File: src/rtl/esc_start_seq_if.sv
// Command/status bundle between the ESC start-up sequencer and its environment.
interface esc_start_seq_if #(
  parameter int unsigned DUTY_W = 12
);
  logic              cmd_start;
  logic              cmd_stop;
  logic              cmd_clear;
  logic [DUTY_W-1:0] duty_target;
  logic              run_en;
  logic              fault_latched;
  logic              sw_enable;
  logic              sw_clear_fault;
  logic [DUTY_W-1:0] duty_cmd;
  logic              lowside_only;
  logic [2:0]        state_o;
  logic              busy;

  // Environment side: issues commands, reports latch status, receives drive.
  modport master (
    output cmd_start, cmd_stop, cmd_clear, duty_target, run_en, fault_latched,
    input  sw_enable, sw_clear_fault, duty_cmd, lowside_only, state_o, busy
  );

  // Sequencer side.
  modport slave (
    input  cmd_start, cmd_stop, cmd_clear, duty_target, run_en, fault_latched,
    output sw_enable, sw_clear_fault, duty_cmd, lowside_only, state_o, busy
  );
endinterface

File: src/rtl/esc_start_seq.sv
// ESC start-up/run sequencer: enable handshake, bootstrap precharge, rotor
// align, slew-limited duty ramp and run, with immediate drop on trip/stop.
module esc_start_seq #(
  parameter int unsigned DUTY_W        = 12,
  parameter int unsigned CNT_W         = 20,
  parameter int unsigned PRECHARGE_CYC = 1000,
  parameter int unsigned ALIGN_CYC     = 5000,
  parameter int unsigned ALIGN_DUTY    = 200,
  parameter int unsigned RAMP_DIV      = 16,
  parameter int unsigned RAMP_STEP     = 1,
  parameter int unsigned EN_TIMEOUT    = 4
) (
  input  logic             clk_ctrl,
  input  logic             rst_ctrl,
  esc_start_seq_if.slave   bus
);

  localparam int unsigned SW = DUTY_W + 1;

  localparam logic [CNT_W-1:0]  EN_LAST    = CNT_W'(EN_TIMEOUT - 1);
  localparam logic [CNT_W-1:0]  PRE_LAST   = CNT_W'(PRECHARGE_CYC - 1);
  localparam logic [CNT_W-1:0]  ALIGN_LAST = CNT_W'(ALIGN_CYC - 1);
  localparam logic [CNT_W-1:0]  DIV_LAST   = CNT_W'(RAMP_DIV - 1);
  localparam logic [DUTY_W-1:0] ALIGN_D    = DUTY_W'(ALIGN_DUTY);
  localparam logic [SW-1:0]     STEP_EXT   = SW'(RAMP_STEP);

  typedef enum logic [2:0] {
    S_IDLE      = 3'd0,
    S_ENABLE    = 3'd1,
    S_PRECHARGE = 3'd2,
    S_ALIGN     = 3'd3,
    S_RAMP      = 3'd4,
    S_RUN       = 3'd5,
    S_FAULT     = 3'd6
  } state_t;

  state_t            state_q;
  logic [CNT_W-1:0]  cnt_q;
  logic [CNT_W-1:0]  div_q;
  logic [DUTY_W-1:0] duty_q;
  logic              sw_enable_q;
  logic              clear_q;
  logic              lowside_q;
  logic              busy_q;

  logic [SW-1:0]     duty_ext;
  logic [SW-1:0]     tgt_ext;
  logic [SW-1:0]     up_sum;
  logic [SW-1:0]     dn_dif;
  logic [DUTY_W-1:0] slew_duty;
  logic [DUTY_W-1:0] slew_next;
  logic              step_due;
  logic              trip;

  // One slew step toward the target, clamped so it never passes the target.
  always_comb begin
    duty_ext  = {1'b0, duty_q};
    tgt_ext   = {1'b0, bus.duty_target};
    up_sum    = duty_ext + STEP_EXT;
    dn_dif    = duty_ext - STEP_EXT;
    slew_duty = duty_q;
    if (tgt_ext > duty_ext) begin
      slew_duty = (up_sum >= tgt_ext) ? bus.duty_target : up_sum[DUTY_W-1:0];
    end else if (tgt_ext < duty_ext) begin
      slew_duty = (dn_dif[DUTY_W] || (dn_dif <= tgt_ext)) ? bus.duty_target
                                                           : dn_dif[DUTY_W-1:0];
    end
    step_due  = (div_q == DIV_LAST);
    slew_next = step_due ? slew_duty : duty_q;
    trip      = bus.fault_latched || !bus.run_en;
  end

  // Sequencer state, phase timers and registered drive outputs.
  always_ff @(posedge clk_ctrl or posedge rst_ctrl) begin
    if (rst_ctrl) begin
      state_q     <= S_IDLE;
      cnt_q       <= '0;
      div_q       <= '0;
      duty_q      <= '0;
      sw_enable_q <= 1'b0;
      clear_q     <= 1'b0;
      lowside_q   <= 1'b0;
      busy_q      <= 1'b0;
    end else begin
      clear_q <= 1'b0;
      cnt_q   <= cnt_q + CNT_W'(1);
      case (state_q)
        S_IDLE: begin
          if (bus.cmd_clear) clear_q <= 1'b1;
          if (bus.cmd_start && !bus.fault_latched) begin
            state_q     <= S_ENABLE;
            sw_enable_q <= 1'b1;
            busy_q      <= 1'b1;
            cnt_q       <= '0;
          end
        end
        S_ENABLE: begin
          if (bus.fault_latched || (!bus.cmd_stop && !bus.run_en && cnt_q == EN_LAST)) begin
            state_q <= S_FAULT; sw_enable_q <= 1'b0; duty_q <= '0;
            lowside_q <= 1'b0; busy_q <= 1'b0; cnt_q <= '0;
          end else if (bus.cmd_stop) begin
            state_q <= S_IDLE; sw_enable_q <= 1'b0; duty_q <= '0;
            lowside_q <= 1'b0; busy_q <= 1'b0; cnt_q <= '0;
          end else if (bus.run_en) begin
            state_q   <= S_PRECHARGE;
            lowside_q <= 1'b1;
            duty_q    <= '0;
            cnt_q     <= '0;
          end
        end
        S_PRECHARGE, S_ALIGN, S_RAMP, S_RUN: begin
          if (trip) begin
            state_q <= S_FAULT; sw_enable_q <= 1'b0; duty_q <= '0;
            lowside_q <= 1'b0; busy_q <= 1'b0; cnt_q <= '0;
          end else if (bus.cmd_stop) begin
            state_q <= S_IDLE; sw_enable_q <= 1'b0; duty_q <= '0;
            lowside_q <= 1'b0; busy_q <= 1'b0; cnt_q <= '0;
          end else if (state_q == S_PRECHARGE) begin
            if (cnt_q == PRE_LAST) begin
              state_q   <= S_ALIGN;
              lowside_q <= 1'b0;
              duty_q    <= ALIGN_D;
              cnt_q     <= '0;
            end
          end else if (state_q == S_ALIGN) begin
            if (cnt_q == ALIGN_LAST) begin
              state_q <= S_RAMP;
              div_q   <= '0;
              cnt_q   <= '0;
            end
          end else begin
            div_q  <= step_due ? '0 : div_q + CNT_W'(1);
            duty_q <= slew_next;
            if (state_q == S_RAMP && slew_next == bus.duty_target) begin
              state_q <= S_RUN;
              cnt_q   <= '0;
            end
          end
        end
        S_FAULT: begin
          if (bus.cmd_clear) begin
            clear_q <= 1'b1;
            state_q <= S_IDLE;
            cnt_q   <= '0;
          end
        end
        default: begin
          state_q <= S_IDLE; sw_enable_q <= 1'b0; duty_q <= '0;
          lowside_q <= 1'b0; busy_q <= 1'b0; cnt_q <= '0;
        end
      endcase
    end
  end

  assign bus.sw_enable      = sw_enable_q;
  assign bus.sw_clear_fault = clear_q;
  assign bus.duty_cmd       = duty_q;
  assign bus.lowside_only   = lowside_q;
  assign bus.state_o        = state_q;
  assign bus.busy           = busy_q;

endmodule

File: src/flat_wrapper.sv
// flat-port wrapper written by rule: the top's interface ports become plain ports
module esc_start_seq_flat 
#(
  parameter int unsigned DUTY_W        = 12,
  parameter int unsigned CNT_W         = 20,
  parameter int unsigned PRECHARGE_CYC = 1000,
  parameter int unsigned ALIGN_CYC     = 5000,
  parameter int unsigned ALIGN_DUTY    = 200,
  parameter int unsigned RAMP_DIV      = 16,
  parameter int unsigned RAMP_STEP     = 1,
  parameter int unsigned EN_TIMEOUT    = 4
)
  (clk_ctrl, rst_ctrl, bus_cmd_start, bus_cmd_stop, bus_cmd_clear, bus_duty_target, bus_run_en, bus_fault_latched, bus_sw_enable, bus_sw_clear_fault, bus_duty_cmd, bus_lowside_only, bus_state_o, bus_busy);
  esc_start_seq_if #(.DUTY_W(DUTY_W)) bus_i ();
  input  logic clk_ctrl;
  input  logic rst_ctrl;
  input wire logic [$bits(bus_i.cmd_start)-1:0] bus_cmd_start;
  input wire logic [$bits(bus_i.cmd_stop)-1:0] bus_cmd_stop;
  input wire logic [$bits(bus_i.cmd_clear)-1:0] bus_cmd_clear;
  input wire logic [$bits(bus_i.duty_target)-1:0] bus_duty_target;
  input wire logic [$bits(bus_i.run_en)-1:0] bus_run_en;
  input wire logic [$bits(bus_i.fault_latched)-1:0] bus_fault_latched;
  output wire logic [$bits(bus_i.sw_enable)-1:0] bus_sw_enable;
  output wire logic [$bits(bus_i.sw_clear_fault)-1:0] bus_sw_clear_fault;
  output wire logic [$bits(bus_i.duty_cmd)-1:0] bus_duty_cmd;
  output wire logic [$bits(bus_i.lowside_only)-1:0] bus_lowside_only;
  output wire logic [$bits(bus_i.state_o)-1:0] bus_state_o;
  output wire logic [$bits(bus_i.busy)-1:0] bus_busy;
  assign bus_i.cmd_start = bus_cmd_start;
  assign bus_i.cmd_stop = bus_cmd_stop;
  assign bus_i.cmd_clear = bus_cmd_clear;
  assign bus_i.duty_target = bus_duty_target;
  assign bus_i.run_en = bus_run_en;
  assign bus_i.fault_latched = bus_fault_latched;
  assign bus_sw_enable = bus_i.sw_enable;
  assign bus_sw_clear_fault = bus_i.sw_clear_fault;
  assign bus_duty_cmd = bus_i.duty_cmd;
  assign bus_lowside_only = bus_i.lowside_only;
  assign bus_state_o = bus_i.state_o;
  assign bus_busy = bus_i.busy;
  esc_start_seq #(.DUTY_W(DUTY_W), .CNT_W(CNT_W), .PRECHARGE_CYC(PRECHARGE_CYC), .ALIGN_CYC(ALIGN_CYC), .ALIGN_DUTY(ALIGN_DUTY), .RAMP_DIV(RAMP_DIV), .RAMP_STEP(RAMP_STEP), .EN_TIMEOUT(EN_TIMEOUT)) u_core (.clk_ctrl(clk_ctrl), .rst_ctrl(rst_ctrl), .bus(bus_i));
endmodule
File: config.mk
export PLATFORM = sky130hd
export DESIGN_NAME = esc_start_seq_flat
export DESIGN_NICKNAME = d
export VERILOG_FILES = /design/src/rtl/esc_start_seq_if.sv /design/src/rtl/esc_start_seq.sv /design/src/flat_wrapper.sv
export SDC_FILE = /design/constraint.sdc
export NUM_CORES = 1
export LEC_CHECK = 0
export BUFFER_PORTS_ARGS = -buffer_cell sky130_fd_sc_hd__buf_2
export CORE_MARGIN = 2
export CORE_UTILIZATION = 45
export CTS_BUF_LIST = sky130_fd_sc_hd__clkbuf_8
export CTS_CLUSTER_SIZE = 8
export DETAILED_ROUTE_END_ITERATION = 7
export HOLD_SLACK_MARGIN = 0.06
export MAX_ROUTING_LAYER = met4
export PLACE_DENSITY = 0.65
export SYNTH_ARGS = -nofsm -noshare
export SYNTH_HDL_FRONTEND = slang
export SYNTH_SLANG_ARGS = --single-unit
File: constraint.sdc
create_clock -name clk_ctrl -period 4.6 [get_ports clk_ctrl]
set_input_delay 0.92 -clock clk_ctrl [delete_from_list [all_inputs] [get_ports clk_ctrl]]
set_output_delay 0.92 -clock clk_ctrl [all_outputs]
set_load 0.02 [all_outputs]
# [Yosys cells after proc, flatten, opt, wreduce, memory -nomap -nowiden]
# Cells that the tools add are included.
[word_totals] inputBits=19 output_inout_bits=19 regBits=59 elab_cells=122
[op_classes] eq_ne=21 n_lt_le_gt_ge=4 bitwise=5 addsub=4 mux=62 reduce_logical=18
[ops] op="$mux W20" count=15
[ops] op="$mux W12" count=13
[ops] op="$pmux W20 S4" count=1
[ops] op="$add A20 B1 Y20 const B" count=2
[ops] op="$mux W3" count=12
[ops] op="$pmux W12 S3" count=1
[ops] op="$eq A20 B10 Y1 const B" count=1
[ops] op="$eq A20 B13 Y1 const B" count=1
[ops] op="$eq A20 B2 Y1 const B" count=1
[ops] op="$eq A20 B4 Y1 const B" count=1
[ops] op="$mux W1" count=16
[ops] op="$add A12 B1 Y13 const B" count=1
[ops] op="$ge A13 B12 Y1" count=1
[ops] op="$le A13 B12 Y1" count=1
[ops] op="$sub A12 B1 Y13 const B" count=1
[ops] op="$eq A12 B12 Y1" count=1
[ops] op="$gt A12 B12 Y1" count=1
[ops] op="$lt A12 B12 Y1" count=1
[ops] op="$pmux W3 S4" count=1
[ops] op="$eq A3 B3 Y1 const B" count=3
[ops] op="$ne A4 B2 Y1 const B" count=2
[ops] op="$pmux W1 S4" count=2
[ops] op="$reduce_and A4 Y1" count=2
[ops] op="$eq A3 B2 Y1 const B" count=2
[ops] op="other kinds (19)" count=31

# [Longest topological paths before layout]
# Gate-level depths: netlist of the first run.
[depth] word_depth=15 depth_mapped=21 ltp_nobuf=18

# [Worst setup path after synthesis of the first run]
# OpenSTA, ideal clock, no wires.
[synth_path] kind="register -> register" start="register u_core.duty_q[1], in the netlist u_core.bus.duty_cmd[1]" end="register u_core.state_q[2], in the netlist u_core.bus.state_o[2]" t_arrival_ps=4832 period_less_slack_ps=4966 setup_time_ps=134 slack_ps=-366 stages_incl_launch_ff=21 cell_sequence="dfrtp_1 -> inv_1 -> ha_1 -> or3b_1 -> buf_2 -> nor4b_4 -> and3_1 -> xnor2_1 -> ha_1 -> nand3_1 -> or3_1 -> nor4b_1 -> a21oi_1 -> nand2_1 -> a22oi_1 -> o22ai_1 -> mux2_2 -> o41ai_2 -> a31o_2 -> buf_6 -> o211ai_2"
[synth_via] elab_chain_cells=11 word_cells_on_any_way=16 cone_classes="add/sub (2); order compare (4); eq/ne (2); mux (5); reduce/logical (3)"
[synth_lines] item="start: declaration" line_no="esc_start_seq.sv:40" source="logic [DUTY_W-1:0] duty_q;"
[synth_lines] item="start signal: assignment" line_no="esc_start_seq.sv:133" source="duty_q <= slew_next;"
[synth_lines] item="$sub A12 B1 Y13" line_no="esc_start_seq.sv:60" source="dn_dif = duty_ext - STEP_EXT;"
[synth_lines] item="$le A13 B12 Y1" line_no="esc_start_seq.sv:65" source="slew_duty = (dn_dif[DUTY_W] || (dn_dif <= tgt_ext)) ? bus.duty_target"
[synth_lines] item="$logic_or A1 B1 Y1" line_no="esc_start_seq.sv:65"
[synth_lines] item="$mux W12" line_no="esc_start_seq.sv:65"
[synth_lines] item="$mux W12" line_no="esc_start_seq.sv:64" source="end else if (tgt_ext < duty_ext) begin"
[synth_lines] item="$mux W12" line_no="esc_start_seq.sv:62" source="if (tgt_ext > duty_ext) begin"
[synth_lines] item="$mux W12 *" line_no="esc_start_seq.sv:69" source="slew_next = step_due ? slew_duty : duty_q;"
[synth_lines] item="$eq A12 B12 Y1 *" line_no="esc_start_seq.sv:134" source="if (state_q == S_RAMP && slew_next == bus.duty_target) begin"
[synth_lines] item="$logic_and A1 B1 Y1 *" line_no="esc_start_seq.sv:134"
[synth_lines] item="$ne A6 B2 Y1 (no source line) *"
[synth_lines] item="$reduce_and A6 Y1 (no source line) *"
[synth_lines] item="end signal: assignment" line_no="esc_start_seq.sv:135" source="state_q <= S_RUN;"
[synth_lines] item="end signal: assignment" line_no="esc_start_seq.sv:143" source="state_q <= S_IDLE;"
[synth_lines] item="end signal: assignment" line_no="esc_start_seq.sv:148" source="state_q <= S_IDLE; sw_enable_q <= 1'b0; duty_q <= '0;"
[synth_lines] item="end: declaration" line_no="esc_start_seq.sv:37" source="state_t state_q;"
# Mark *: on every way between the ends. The rest lies on a longest branch, timed or not.
# A chain may end at the register's enable or synchronous reset.

# [Final worst setup path of the first run]
[layout_path] start="register u_core.duty_q[0], in the netlist u_core.bus.duty_cmd[0]" end="register u_core.state_q[2], in the netlist u_core.bus.state_o[2]"
# Same word-level chain as after synthesis.

==> impl_metrics.toml, run 1 <==
[status]
status = "finished with violations"
violations = "setup timing"

[hold_path]
hp-start = "u_core.cnt_q[0]$_DFF_PP0_"
hold_class = "register to register"

[pwr]
p_leak_nw = 3.403
p_per_area_nw_per_um2 = 303.7
peakVddDrop_v = 0.0003326

[place]
place_area_sq_um = 6749
dp_hpwl_um = 15860
place_congestion = 1.021
place.port_buffers = 37

[floorplan]
initial_core_util_pct = 45.65
dieWidth_um = 113.7
rows = 40
pin_count = 38
die-area_sq_um = 12930
die_h_um = 113.7
coreArea_sq_um = 11860

[routing]
drc = 0
vias = 6282
vias_per_cell = 6.064
detail_route.first_pass.iterations = 5
detail_route.wl_per_cell_um = 20.08
wl_um = 20810
dr.first_iter.drc_count = 418
ant_nets = 0

[global_routing]
grt_pass1_wl_um = 33040
grt_pass1_vias = 6089
grt_util_met1_pct = 43.46
globalRouteOverflowTotal = 0
top_usage_layer = "met2"
antenna_found_initial = 0
grt_util_met2_pct = 52.77
grt_use_total_pct = 33.95
grt_util_met3_pct = 4.570
grt_max_degree = 36

[yosys]
syn_area_sq_um = 5415
synth_nets = 757
synthFlopType = "dfrtp_1"
synth_warnings = 0
synth_edf_count = 0
netlist-cell-type-count = 75
async_flop_share_pct = 100.0
syn_area_per_cell_sq_um = 7.747
synth_seq_cells = 59
ys_seq_area_share_pct = 27.26
synthesis.instances = 699

[worst_setup_path]
critPathMaxStageDelay_ns = 0.43
cp_num_buf_inv = 5
cp_slowest_cell = "dfrtp_2"
worstPathRequired_ns = 4.82
end_kind = "register"
cp-startpoint = "u_core.bus.duty_cmd[0]$_DFFE_PP0P_"
cpMostUsedCell = "buf_6"
critical-path-top-delay-family = "simple AND/OR/NAND/NOR gates"
worstSetupStartpointType = "register"
r2r-start = "u_core.bus.duty_cmd[0]$_DFFE_PP0P_"
crit_chain = "buf_6, or3_4, nor3_4, and4_4, xnor2_4, inv_2, ha_4, nand3_2, or3_4, nor4b_4, a21o_4, buf_6, nor3_4, a22oi_2, o22ai_2, mux2_4, o41ai_4, buf_4, buf_6, a31o_4, o211ai_2"
path_class = "register to register"
worstPathMaxFanout = 5
crit_arrival_ns = 4.92

[timing]
maxSlewHeadroom_pct = 36.18
fmax_mhz = 212.9
final_hold_viol_count = 0
rsz0062_at_grt = "true"
finalCriticalPeriod_ns = 4.698
timing.final.max_slew_violations = 0
setup_ws_ns = -0.09811
min_period_over_period_pct = 102.1
fin_tns_setup_ns = -1.504
fin_skew_ns = 0.01211
worst_slew_pin_slew_ns = 0.9538
setup_viol = 22

[clocking]
clockBufferDepth = 2
cts_buffers = 9
cts_sinks = 59
clock_latency_ns = 0.35
clk_pin_slew_ns = 0.06
htreeDepth = 3
clk_root_buffer_cell = "clkbuf_8"
tritoncts = "yes"

[cells_and_area]
layout_commonest_cell = "buf_4"
multiInputGateArea_sq_um = 4125
final_util_pct = 64.07
n_antenna_cell = 0
finalInstanceArea_sq_um = 7600
register_area_sq_um = 1479
area_delta_synth_final_pct = 40.34
layout_common_cells = "157 x buf_4, 80 x nor2_1, 61 x nand2_1"
num-nets-final = 943
drive_gt1_share_pct = 32.62
fill_cells = 1066

[job]
drv_cap = 0
[where the power goes]
part           internal (mW)  switching, mW
combinational          0.535          0.666
clock                  0.272          0.196
sequential             0.565         0.0750
total                   1.37          0.936
[state kept, by name, indices dropped and copies added (netlist names)]
name,cells
u_core.bus.state_o,3
u_core.bus.duty_cmd,12
u_core.bus.busy,1
u_core.bus.lowside_only,1
u_core.bus.sw_enable,1
u_core.cnt_q,20
u_core.bus.sw_clear_fault,1
u_core.div_q,20
[synthesized netlist by cell type, types with 3 or more instances]
cell type  number  area share, %
inv_1          37            2.6
o21bai_1        4           0.55
nand4_1        15            1.7
o211ai_1        4           0.55
nor3_1         15            1.4
a21o_1          4           0.55
o21a_1          4           0.55
a31oi_1        12            1.4
nor4b_1         3           0.49
and3_1         23            2.7
nand3_1        32            3.0
clkbuf_1       17            1.2
o22ai_1         7           0.81
a22o_1          3           0.49
xnor2_1        39            6.3
ha_1           39            9.0
nand2_1        63            4.4
o31ai_1         9            1.2
dfrtp_1        59             27
and4_1          3           0.49
nor2_1         82            5.7
or4_1           6           0.83
a311oi_1        3           0.49
a21oi_1        46            4.3
nor4_1         16            1.8
nor2b_1         4           0.46
a211oi_1        7           0.97
xor2_1         11            1.8
a221oi_1        4           0.65
or3_1           4           0.46
o21ai_0        59            5.5
buf_2           9           0.83
o21ai_1         3           0.28
[layout make-up]
| cell class | count | share of cell area (%) |
|---|---|---|
| multi-input combinational | 574 | 54.28 |
| sequential | 59 | 19.46 |
| timing repair buffer | 202 | 19.36 |
| tap | 147 | 2.420 |
| clock buffer | 11 | 1.992 |
| inverter | 39 | 1.926 |
| clock inverter | 4 | 0.5598 |
[per-stage QoR]
step	instances	worst slack, ns	power (mW)	hold WS, ns
6_report	1036	-0.09811	2.308	0.4954
5_1_grt	1036	-0.2844	2.458	0.5146
4_1_cts	1028	-0.04693	2.211	0.5049
3_5_place_dp	988	-0.3455	1.591	0.4928
3_3_place_gp	988	-0.3536	1.576	0.4728
2_1_floorplan	699	-0.07714	1.258	0.4507
[logic make-up (layout without fill, tap and decap cells)]
kind of cell / Yosys count / after routing / share of synthesized area, %
DFF: 59 / 59 / 27.26
xor gates and xnor gates: 50 / 50 / 8.087
buffers and inverters: 69 / 256 / 5.337
AOI/OAI and AO/OA: 199 / 202 / 23.98
and+or+nand+nor: 280 / 280 / 25.74
muxes: 2 / 2 / 0.3928
adders and majority gates: 40 / 40 / 9.196
[routing by layer]
metal | wire (um) | share of wire [%]
met5 | 0 | 0
met2 | 9763 | 47
met3 | 1091 | 5.2
met4 | 1160 | 5.6
met1 | 8788 | 42
[path summary, 6_finish.rpt]
path	end	slack (ns)	cells past startpoint
max reg2reg	u_core.bus.state_o[2]$_DFFE_PP0P_	-0.1	21
max in group asynchronous	u_core.cnt_q[8]$_DFF_PP0_	3.12	3
max	u_core.bus.state_o[2]$_DFFE_PP0P_	-0.1	21
min reg2reg	u_core.cnt_q[0]$_DFF_PP0_	0.50	1
min	u_core.cnt_q[0]$_DFF_PP0_	0.50	1
min in group asynchronous	u_core.bus.sw_clear_fault$_DFF_PP0_	0.69	2
[what timing repair did]
action	CTS	global route
endpoints found under the setup margin	22	22
setup buffers	23	7
resized for setup	30	39
gates cloned	2	1
hold buffers	0	0
pin swaps	15	39
Power figures use the tool's default switching activity.
==> run 2, diff against run 1 <==
Settings changed: CORE_UTILIZATION 45 to 50, CTS_BUF_LIST sky130_fd_sc_hd__clkbuf_8 to default, PLACE_DENSITY 0.65 to 0.71.
==> run 2 against run 1 <==
The run still ends with setup timing left. Sequential power grew 0.8%. Routed wire length is 6.3% lower. First-iteration DRC count rose by 13%. Clock power is 11% lower. Non-clock buffer count down 53. Sequential cell count is the same. Clock skew decreased by 0.0064 ns. Register-to-register slack got worse by 0.07 ns. Critical endpoint unchanged. Highest routed layer unchanged.
==> impl_metrics.toml, run 2 (synthesis results as in run 1) <==
[status]
status = "finished with violations"
violations = "setup timing"

[cells_and_area]
fill_cells = 895
drive_gt1_share_pct = 26.88
area_delta_synth_final_pct = 29.97
layout_commonest_cell = "buf_4"
multiInputGateArea_sq_um = 4033
register_area_sq_um = 1479
n_antenna_cell = 0
num-nets-final = 890
layout_common_cells = "109 x buf_4, 79 x nor2_1, 62 x nand2_1"

[routing]
ant_nets = 0
vias_per_cell = 6.303
detail_route.first_pass.iterations = 6
detail_route.wl_per_cell_um = 20.04
wl_um = 19500
dr.first_iter.drc_count = 472
vias = 6133
drc = 0

[timing]
worst_slew_pin_slew_ns = 0.9898
setup_viol = 22
setup_ws_ns = -0.1675
rsz0062_at_grt = "true"
fin_skew_ns = 0.005708
maxSlewHeadroom_pct = 33.51
min_period_over_period_pct = 103.6
final_hold_viol_count = 0
timing.final.max_slew_violations = 0
fmax_mhz = 209.8
finalCriticalPeriod_ns = 4.767

[floorplan]
rows = 37
initial_core_util_pct = 51.99
die-area_sq_um = 11680
dieWidth_um = 108.1
die_h_um = 108.1
pin_count = 38
coreArea_sq_um = 10420

[clocking]
clockBufferDepth = 2
clock_latency_ns = 0.34
clk_pin_slew_ns = 0.07
clk_root_buffer_cell = "clkbuf_8"
cts_buffers = 9
tritoncts = "yes"
cts_sinks = 59
hold_buffers = 0
htreeDepth = 3

[job]
drv_cap = 0

[worst_setup_path]
crit_arrival_ns = 4.98
critPathMaxStageDelay_ns = 0.63
cp_slowest_cell = "or4_4"
crit_chain = "inv_2, ha_4, or3b_4, nor4b_4, and3_4, xnor2_4, ha_4, buf_4, nand3_1, nand2_1, or4_4, nand3_4, o21ai_1, a211oi_2, xnor2_2, o41ai_4, buf_4, a31o_4, o211ai_2"
critical-path-top-delay-family = "simple AND/OR/NAND/NOR gates"
worstSetupStartpointType = "register"
end_kind = "register"
worstPathMaxFanout = 6
worstPathRequired_ns = 4.81
cp_num_buf_inv = 3
path_class = "register to register"

[hold_path]
hold_class = "register to register"

[place]
place.port_buffers = 37
place_ws_ns = -0.2388
dp_hpwl_um = 14610
place_congestion = 1.117

[global_routing]
grt_pass1_vias = 5901
globalRouteOverflowTotal = 0
grt_max_degree = 34
grt_use_total_pct = 35.21
grt_pass1_wl_um = 30810
antenna_found_initial = 0

[pwr]
peakVddDrop_v = 0.0003654
finalPower_mw = 2.118
p_per_area_nw_per_um2 = 301.0
p_leak_nw = 3.111
run 2: final timing paths:
check	from	endpoint	depth (start not counted)	slack, ns
setup / recovery	u_core.bus.duty_cmd[0]$_DFFE_PP0P_	u_core.bus.state_o[2]$_DFFE_PP0P_	19	-0.17
max in group asynchronous	rst_ctrl	u_core.bus.duty_cmd[1]$_DFFE_PP0P_	3	3.12
min in group asynchronous	rst_ctrl	u_core.div_q[0]$_DFFE_PP0P_	2	0.63
setup reg to reg	u_core.bus.duty_cmd[0]$_DFFE_PP0P_	u_core.bus.state_o[2]$_DFFE_PP0P_	19	-0.17
hold reg to reg	u_core.cnt_q[0]$_DFF_PP0_	u_core.cnt_q[0]$_DFF_PP0_	1	0.50
hold / removal	u_core.cnt_q[0]$_DFF_PP0_	u_core.cnt_q[0]$_DFF_PP0_	1	0.50
run 2: layout make-up:
cell class / instances / share of cell area, %
multi-input cells: 574 / 57.30
flip-flops and latches: 59 / 21.01
repair buffers: 149 / 14.74
well taps: 136 / 2.418
clock buffers: 14 / 2.311
inverters: 39 / 2.080
clock inverters: 2 / 0.1422
run 2: routing by layer:
metal	share of wire, %	track usage (%)	vias to the layer above	wire length [um]
met5	0	-	-	0
li1	-	-	2853	-
met4	6.9	19.51	0	1339
met3	7.7	5.726	98	1494
met1	40	43.20	2839	7799
met2	45	55.39	343	8868
run 2: through the flow:
stage | utilization [%] | TNS [ns] | instances | hold slack [ns] | area, sq um
floorplan | - | -0.7722 | 699 | 0.4507 | 5490
detailed placement | 61.83 | -4.584 | 941 | 0.4916 | 6440
global route | 67.57 | -6.650 | 973 | 0.5156 | 7038
finish | 67.57 | -2.887 | 973 | 0.5017 | 7038
global placement | 61.83 | -3.196 | 941 | 0.4855 | 6440
CTS | 64.90 | 0 | 962 | 0.4980 | 6760
run 2: power breakdown:
part | switching [mW] | total [mW] | internal (mW)
clock network | 0.192 | 0.415 | 0.224
logic | 0.631 | 1.06 | 0.427
registers | 0.0794 | 0.645 | 0.565
run 2: what timing repair did:
action | 4_1_cts | 5_1_grt
gates resized for setup | 16 | 36
buffers inserted | 3 | 10
cloned | 2 | 1
setup endpoints to repair | 22 | 22
pin swaps | 6 | 11
